File: src/rtl/mem_req_sched.sv
// Request scheduler in front of the memory controller: queues host requests in a
// circular FIFO and issues them one at a time, returning in-order responses.
module mem_req_sched #(
  parameter int unsigned DEPTH   = 4,
  parameter int unsigned TIMEOUT = 63
) (
  input  logic                   clk,
  input  logic                   rst_n,
  input  logic                   req_valid,
  output logic                   req_ready,
  input  logic                   req_rnw,
  input  logic [15:0]            req_addr,
  input  logic [31:0]            req_wdata,
  output logic                   resp_valid,
  output logic [31:0]            resp_rdata,
  output logic                   resp_err,
  output logic [$clog2(DEPTH):0] fifo_count,
  output logic                   cmd_n,
  output logic                   RDnWR,
  output logic [15:0]            Addr_in,
  output logic [31:0]            Data_in,
  output logic                   Data_in_vld,
  input  logic [2:0]             ctrl_command,
  input  logic [31:0]            ctrl_data_out
);

  localparam int unsigned PTR_W = $clog2(DEPTH);
  localparam int unsigned CNT_W = PTR_W + 1;
  localparam int unsigned TMR_W = $clog2(TIMEOUT + 1);

  localparam logic [2:0] CMD_ACT   = 3'b001;
  localparam logic [2:0] CMD_READ  = 3'b010;
  localparam logic [2:0] CMD_WRITE = 3'b011;

  typedef struct packed {
    logic        rnw;
    logic [15:0] addr;
    logic [31:0] wdata;
  } entry_t;

  typedef enum logic [2:0] {
    S_IDLE,
    S_ISSUE,
    S_WAIT,
    S_CAPTURE,
    S_RESP
  } state_t;

  state_t             state_q, state_d;
  entry_t             mem_q [DEPTH];
  logic [PTR_W-1:0]   wr_ptr_q, wr_ptr_d;
  logic [PTR_W-1:0]   rd_ptr_q, rd_ptr_d;
  logic [CNT_W-1:0]   count_q, count_d;
  logic [TMR_W-1:0]   timer_q, timer_d;
  logic               cmd_n_q, cmd_n_d;
  logic               rdnwr_q, rdnwr_d;
  logic [15:0]        addr_q, addr_d;
  logic [31:0]        data_q, data_d;
  logic               dvld_q, dvld_d;
  logic               resp_valid_q, resp_valid_d;
  logic [31:0]        resp_rdata_q, resp_rdata_d;
  logic               resp_err_q, resp_err_d;

  logic               push_c;
  logic               pop_c;
  logic               timeout_c;
  logic [TMR_W-1:0]   timer_inc_c;
  entry_t             head_c;

  // FIFO handshake: a full FIFO refuses pushes even when a pop happens on the same edge
  assign req_ready   = (count_q < CNT_W'(DEPTH));
  assign push_c      = req_valid && req_ready;
  assign pop_c       = (state_q == S_RESP);
  assign head_c      = mem_q[rd_ptr_q];
  assign timeout_c   = (timer_q == TMR_W'(TIMEOUT));
  assign timer_inc_c = timeout_c ? timer_q : timer_q + TMR_W'(1);

  // Entry storage needs no reset; occupancy is tracked by count_q
  always_ff @(posedge clk) begin
    if (push_c) begin
      mem_q[wr_ptr_q] <= '{rnw: req_rnw, addr: req_addr, wdata: req_wdata};
    end
  end

  always_comb begin
    wr_ptr_d = wr_ptr_q;
    rd_ptr_d = rd_ptr_q;
    count_d  = count_q;
    if (push_c) begin
      wr_ptr_d = wr_ptr_q + PTR_W'(1);
    end
    if (pop_c) begin
      rd_ptr_d = rd_ptr_q + PTR_W'(1);
    end
    case ({push_c, pop_c})
      2'b10:   count_d = count_q + CNT_W'(1);
      2'b01:   count_d = count_q - CNT_W'(1);
      default: count_d = count_q;
    endcase
  end

  // Issue FSM: next state plus registered controller-side and response outputs
  always_comb begin
    state_d      = state_q;
    timer_d      = timer_q;
    cmd_n_d      = cmd_n_q;
    rdnwr_d      = rdnwr_q;
    addr_d       = addr_q;
    data_d       = data_q;
    dvld_d       = dvld_q;
    resp_valid_d = 1'b0;
    resp_rdata_d = resp_rdata_q;
    resp_err_d   = resp_err_q;

    case (state_q)
      S_IDLE: begin
        cmd_n_d = 1'b1;
        if (count_q != '0) begin
          rdnwr_d = head_c.rnw;
          addr_d  = head_c.addr;
          data_d  = head_c.wdata;
          dvld_d  = !head_c.rnw;
          cmd_n_d = 1'b0;
          timer_d = '0;
          state_d = S_ISSUE;
        end
      end

      // Strobe held low until the controller activates, so it survives PRE/refresh cycles
      S_ISSUE: begin
        timer_d = timer_inc_c;
        cmd_n_d = 1'b0;
        if (timeout_c) begin
          cmd_n_d      = 1'b1;
          resp_valid_d = 1'b1;
          resp_rdata_d = '0;
          resp_err_d   = 1'b1;
          state_d      = S_RESP;
        end else if (ctrl_command == CMD_ACT) begin
          cmd_n_d = 1'b1;
          timer_d = '0;
          state_d = S_WAIT;
        end
      end

      S_WAIT: begin
        timer_d = timer_inc_c;
        cmd_n_d = 1'b1;
        if (timeout_c) begin
          resp_valid_d = 1'b1;
          resp_rdata_d = '0;
          resp_err_d   = 1'b1;
          state_d      = S_RESP;
        end else if ((ctrl_command == CMD_READ) && rdnwr_q) begin
          state_d = S_CAPTURE;
        end else if ((ctrl_command == CMD_WRITE) && !rdnwr_q) begin
          resp_valid_d = 1'b1;
          resp_rdata_d = '0;
          resp_err_d   = 1'b0;
          state_d      = S_RESP;
        end
      end

      S_CAPTURE: begin
        resp_valid_d = 1'b1;
        resp_rdata_d = ctrl_data_out;
        resp_err_d   = 1'b0;
        state_d      = S_RESP;
      end

      S_RESP: begin
        dvld_d  = 1'b0;
        state_d = S_IDLE;
      end

      default: begin
        cmd_n_d = 1'b1;
        state_d = S_IDLE;
      end
    endcase
  end

  always_ff @(posedge clk or negedge rst_n) begin
    if (!rst_n) begin
      state_q      <= S_IDLE;
      wr_ptr_q     <= '0;
      rd_ptr_q     <= '0;
      count_q      <= '0;
      timer_q      <= '0;
      cmd_n_q      <= 1'b1;
      rdnwr_q      <= 1'b1;
      addr_q       <= '0;
      data_q       <= '0;
      dvld_q       <= 1'b0;
      resp_valid_q <= 1'b0;
      resp_rdata_q <= '0;
      resp_err_q   <= 1'b0;
    end else begin
      state_q      <= state_d;
      wr_ptr_q     <= wr_ptr_d;
      rd_ptr_q     <= rd_ptr_d;
      count_q      <= count_d;
      timer_q      <= timer_d;
      cmd_n_q      <= cmd_n_d;
      rdnwr_q      <= rdnwr_d;
      addr_q       <= addr_d;
      data_q       <= data_d;
      dvld_q       <= dvld_d;
      resp_valid_q <= resp_valid_d;
      resp_rdata_q <= resp_rdata_d;
      resp_err_q   <= resp_err_d;
    end
  end

  assign fifo_count  = count_q;
  assign cmd_n       = cmd_n_q;
  assign RDnWR       = rdnwr_q;
  assign Addr_in     = addr_q;
  assign Data_in     = data_q;
  assign Data_in_vld = dvld_q;
  assign resp_valid  = resp_valid_q;
  assign resp_rdata  = resp_rdata_q;
  assign resp_err    = resp_err_q;

endmodule

File: config.mk
export PLATFORM = sky130hd
export DESIGN_NAME = mem_req_sched
export DESIGN_NICKNAME = d
export VERILOG_FILES = /design/src/rtl/mem_req_sched.sv
export SDC_FILE = /design/constraint.sdc
export NUM_CORES = 1
export LEC_CHECK = 0
export BUFFER_PORTS_ARGS = -buffer_cell sky130_fd_sc_hd__buf_2
export CORE_MARGIN = 4
export CORE_UTILIZATION = 53
export CTS_BUF_LIST = sky130_fd_sc_hd__clkbuf_4
export CTS_CLUSTER_DIAMETER = 80
export DETAILED_ROUTE_END_ITERATION = 16
export PLACE_DENSITY_LB_ADDON = 0.08
export SYNTH_ARGS = -nofsm -noshare
export SYNTH_HDL_FRONTEND = slang
export SYNTH_SLANG_ARGS = --single-unit
File: constraint.sdc
create_clock -name clk -period 2.17 [get_ports clk]
set_input_delay 0.217 -clock clk [delete_from_list [all_inputs] [get_ports clk]]
set_output_delay 0.217 -clock clk [all_outputs]
set_load 0.05 [all_outputs]
==> impl_metrics.tcl <==
set metrics [dict create \
    status "complete, no violations" \
    start_util_pct 54.5 \
    most-common-layout-cells "edfxtp_1 (196), buf_2 (174), clkbuf_4 (118)" \
    p_clk_share_pct 23.1 \
    tightest_slew_ns 0.600 \
    grt_max_degree 50 \
    clock_latency_ns 0.66 \
    ys_async_sr_fraction_pct 34.0 \
    cts.path.max_buffers 3 \
    core.rowCount 52 \
    critPathKind "flip-flop to flip-flop" \
    power_frac_comb_pct 39.0 \
    cts-root-buf "clkbuf_4" \
    slew_headroom_pct 59.8 \
    required_ns 2.69 \
    min_period_ns 1.95 \
    max_freq_mhz 512 \
    synth_edf_count 196 \
    drive_above_1_share_pct 45.5 \
    post_cts.repair.setup_buffers 0 \
    max_stage_delay_ns 0.50 \
    path_max_fanout 34 \
    netlist_area_um2 11200 \
    power_leakage_nw 5.75 \
    hold_viol 0 \
    cts_tree "done" \
    wire_per_inst_um 19.3 \
    cp_top_family "simple AND/OR/NAND/NOR gates" \
    antenna_found_initial 1 \
    die_area_um2 23500 \
    finalClockSkew_ns 0.0277 \
    p_sw_mw 8.22 \
    ir_drop_mv 0.902 \
    gp_congestion 0.878 \
    vias_per_cell 5.38 \
    final_antenna_net_count 0 \
    seq_area_um2 8420 \
    cts.reportedPaths.clkPinSlew_ns 0.06 \
    synth.distinct_cells 44 \
    path_cells "ha_1, nand2_1, nor2_1, a21boi_2, buf_4, a22o_1" \
    power.total_mw 21.6 \
    startpoint_type "flip-flop" \
    portBuffers 175 \
    final_common_cell "edfxtp_1" \
    maxCapViolations 0 \
    cp-end-kind "flip-flop" \
    slew_viol_final 0 \
    fin_nets 976 \
    ys_seq_area_share_pct 75.3 \
    vias 6541 \
    synthToLayoutAreaGrowth_pct 29.0 \
    avgSynthCellArea_um2 20.3 \
    arrival_ns 2.47 \
    synth_seq_cells 297 \
    p_seq_share_pct 37.9 \
    powerDensity_nw_per_um2 1500 \
    finalCritPeriodShare_pct 90.0 \
    switching_share_pct 38.0 \
    internal-power_mw 13.4 \
    drtIter0Drc 424 \
    dp_hpwl_um 13200 \
    synth_ff_type "edfxtp_1" \
    finalSetupViolCount 0 \
    multi_input_area_um2 2550 \
    slowest_stage "nor2_1" \
    h-tree-depth 3 \
    worstPathBufferInverterCount 1 \
    ioPinCount 176 \
    first_pass_iters 5 \
    syn_inst 550 \
    finalSetupTns_ns 0 \
    drc 0 \
    cts-buffers-inserted 77 \
    die_y_um 153 \
    wl_um 23500 \
    core_region_area_um2 20500 \
    grt_pass1_vias 7165 \
    nFillCells 1361 \
    rsz0062_at_grt "false" \
    grt.overflow.total 0 \
    chipWidth_um 153 \
    numClockSinks 297 \
    hp-class "input port to async pin" \
    grt_util_all_layers_pct 20.7 \
    syn-num-nets 644 \
    fin_util_pct 70.3 \
    ys_warn_count 0 \
    grt_first_pass_wirelength_um 38400 \
]
power groups by stage:
stage / sequential [mW] / combinational [mW] / clock [mW]
floorplan: 11.0 / 3.49 / 0
global placement: 8.21 / 8.28 / 0
detailed placement: 8.29 / 8.41 / 0
CTS: 8.19 / 8.56 / 5.18
global route: 8.34 / 8.96 / 5.52
finish: 8.18 / 8.43 / 5.00
routing by layer:
| metal | wire [um] | part of all wire [%] | track usage, % |
|---|---|---|---|
| met1 | 9500 | 40 | 26.9 |
| met3 | 1790 | 7.6 | 5.71 |
| met2 | 11900 | 50 | 34.1 |
| met4 | 347 | 1.5 | 7.25 |
| met5 | 0 | 0 | 0 |
path summary, 6_finish.rpt:
path | cells after the start | endpoint | startpoint | slack (ns)
max in group asynchronous | 3 | Data_in[12] | rst_n | 1.31
worst max-delay path | 6 | resp_rdata[20] | timer_q[0] | 0.22
worst min register to register | 1 | Data_in[22] | Data_in[22] | 0.48
worst max register to register | 6 | resp_rdata[20] | timer_q[0] | 0.22
worst min-delay path | 2 | Data_in[26] | rst_n | 0.08
min in group clk | 4 | resp_err | ctrl_command[2] | 0.11
state kept, by name, summed over array words and instances (netlist names):
register and flops:
Addr_in 16, Data_in 32, Data_in_vld 1, RDnWR 1, cmd_n 1, fifo_count 3, mem_q 196, rd_ptr_q 2
resp_err 1, resp_rdata 32, resp_valid 1, state_q 3, timer_q 6, wr_ptr_q 2
logic make-up after synthesis:
family          count (synthesis)  share of synthesized area (%)
xor+xnor                        6                          0.470
simple gates                   43                           2.21
flops                         297                           75.3
buf+inv                        40                           1.88
fa+ha+maj                       7                          0.851
compound gates                 58                           4.39
mux                            99                           14.9
cell usage after synthesis (2+ instances only):
library cell	number	area [um2]
edfxtp_1	196	5890
dfrtp_1	99	2480
mux4_2	49	1100
mux2_2	47	529
a22o_1	32	280
buf_2	12	60.1
inv_1	12	45.0
clkbuf_1	9	33.8
a21oi_1	8	40.0
nor3_1	8	40.0
nand2_1	7	26.3
ha_1	6	75.1
o21ai_0	6	30.0
and2_1	5	31.3
buf_6	5	56.3
nand3_1	5	25.0
nor2_1	5	18.8
xnor2_1	5	43.8
nor4_1	3	18.8
a311oi_1	2	17.5
buf_4	2	15.0
dfstp_2	2	52.6
mux2_1	2	22.5
nor2b_1	2	12.5
or3_1	2	12.5
final cells by class:
| type | instances | area share [%] |
|---|---|---|
| clock buffers | 118 | 6.15 |
| repair buffers | 281 | 13.8 |
| well taps | 270 | 2.34 |
| diodes | 1 | 0.0174 |
| clock inverters | 24 | 1.21 |
| flip-flops and latches | 297 | 58.4 |
| inverters | 12 | 0.313 |
| multi-input cells | 213 | 17.7 |
through the flow:
step	std cells	cell area, um2	setup slack, ns	hold slack, ns
2_1_floorplan	550	11200	0.104	-0.0786
3_3_place_gp	986	12500	0.397	0.211
3_5_place_dp	986	12500	0.299	0.218
4_1_cts	1215	14400	0.274	0.0385
5_1_grt	1216	14400	0.0742	0.0782
6_report	1216	14400	0.216	0.0813
what timing repair did:
action,4_1_cts,5_1_grt
hold endpoints to repair,307,0
hold buffers,87,0
gates resized for setup,0,0
Power figures use the tool's default switching activity.
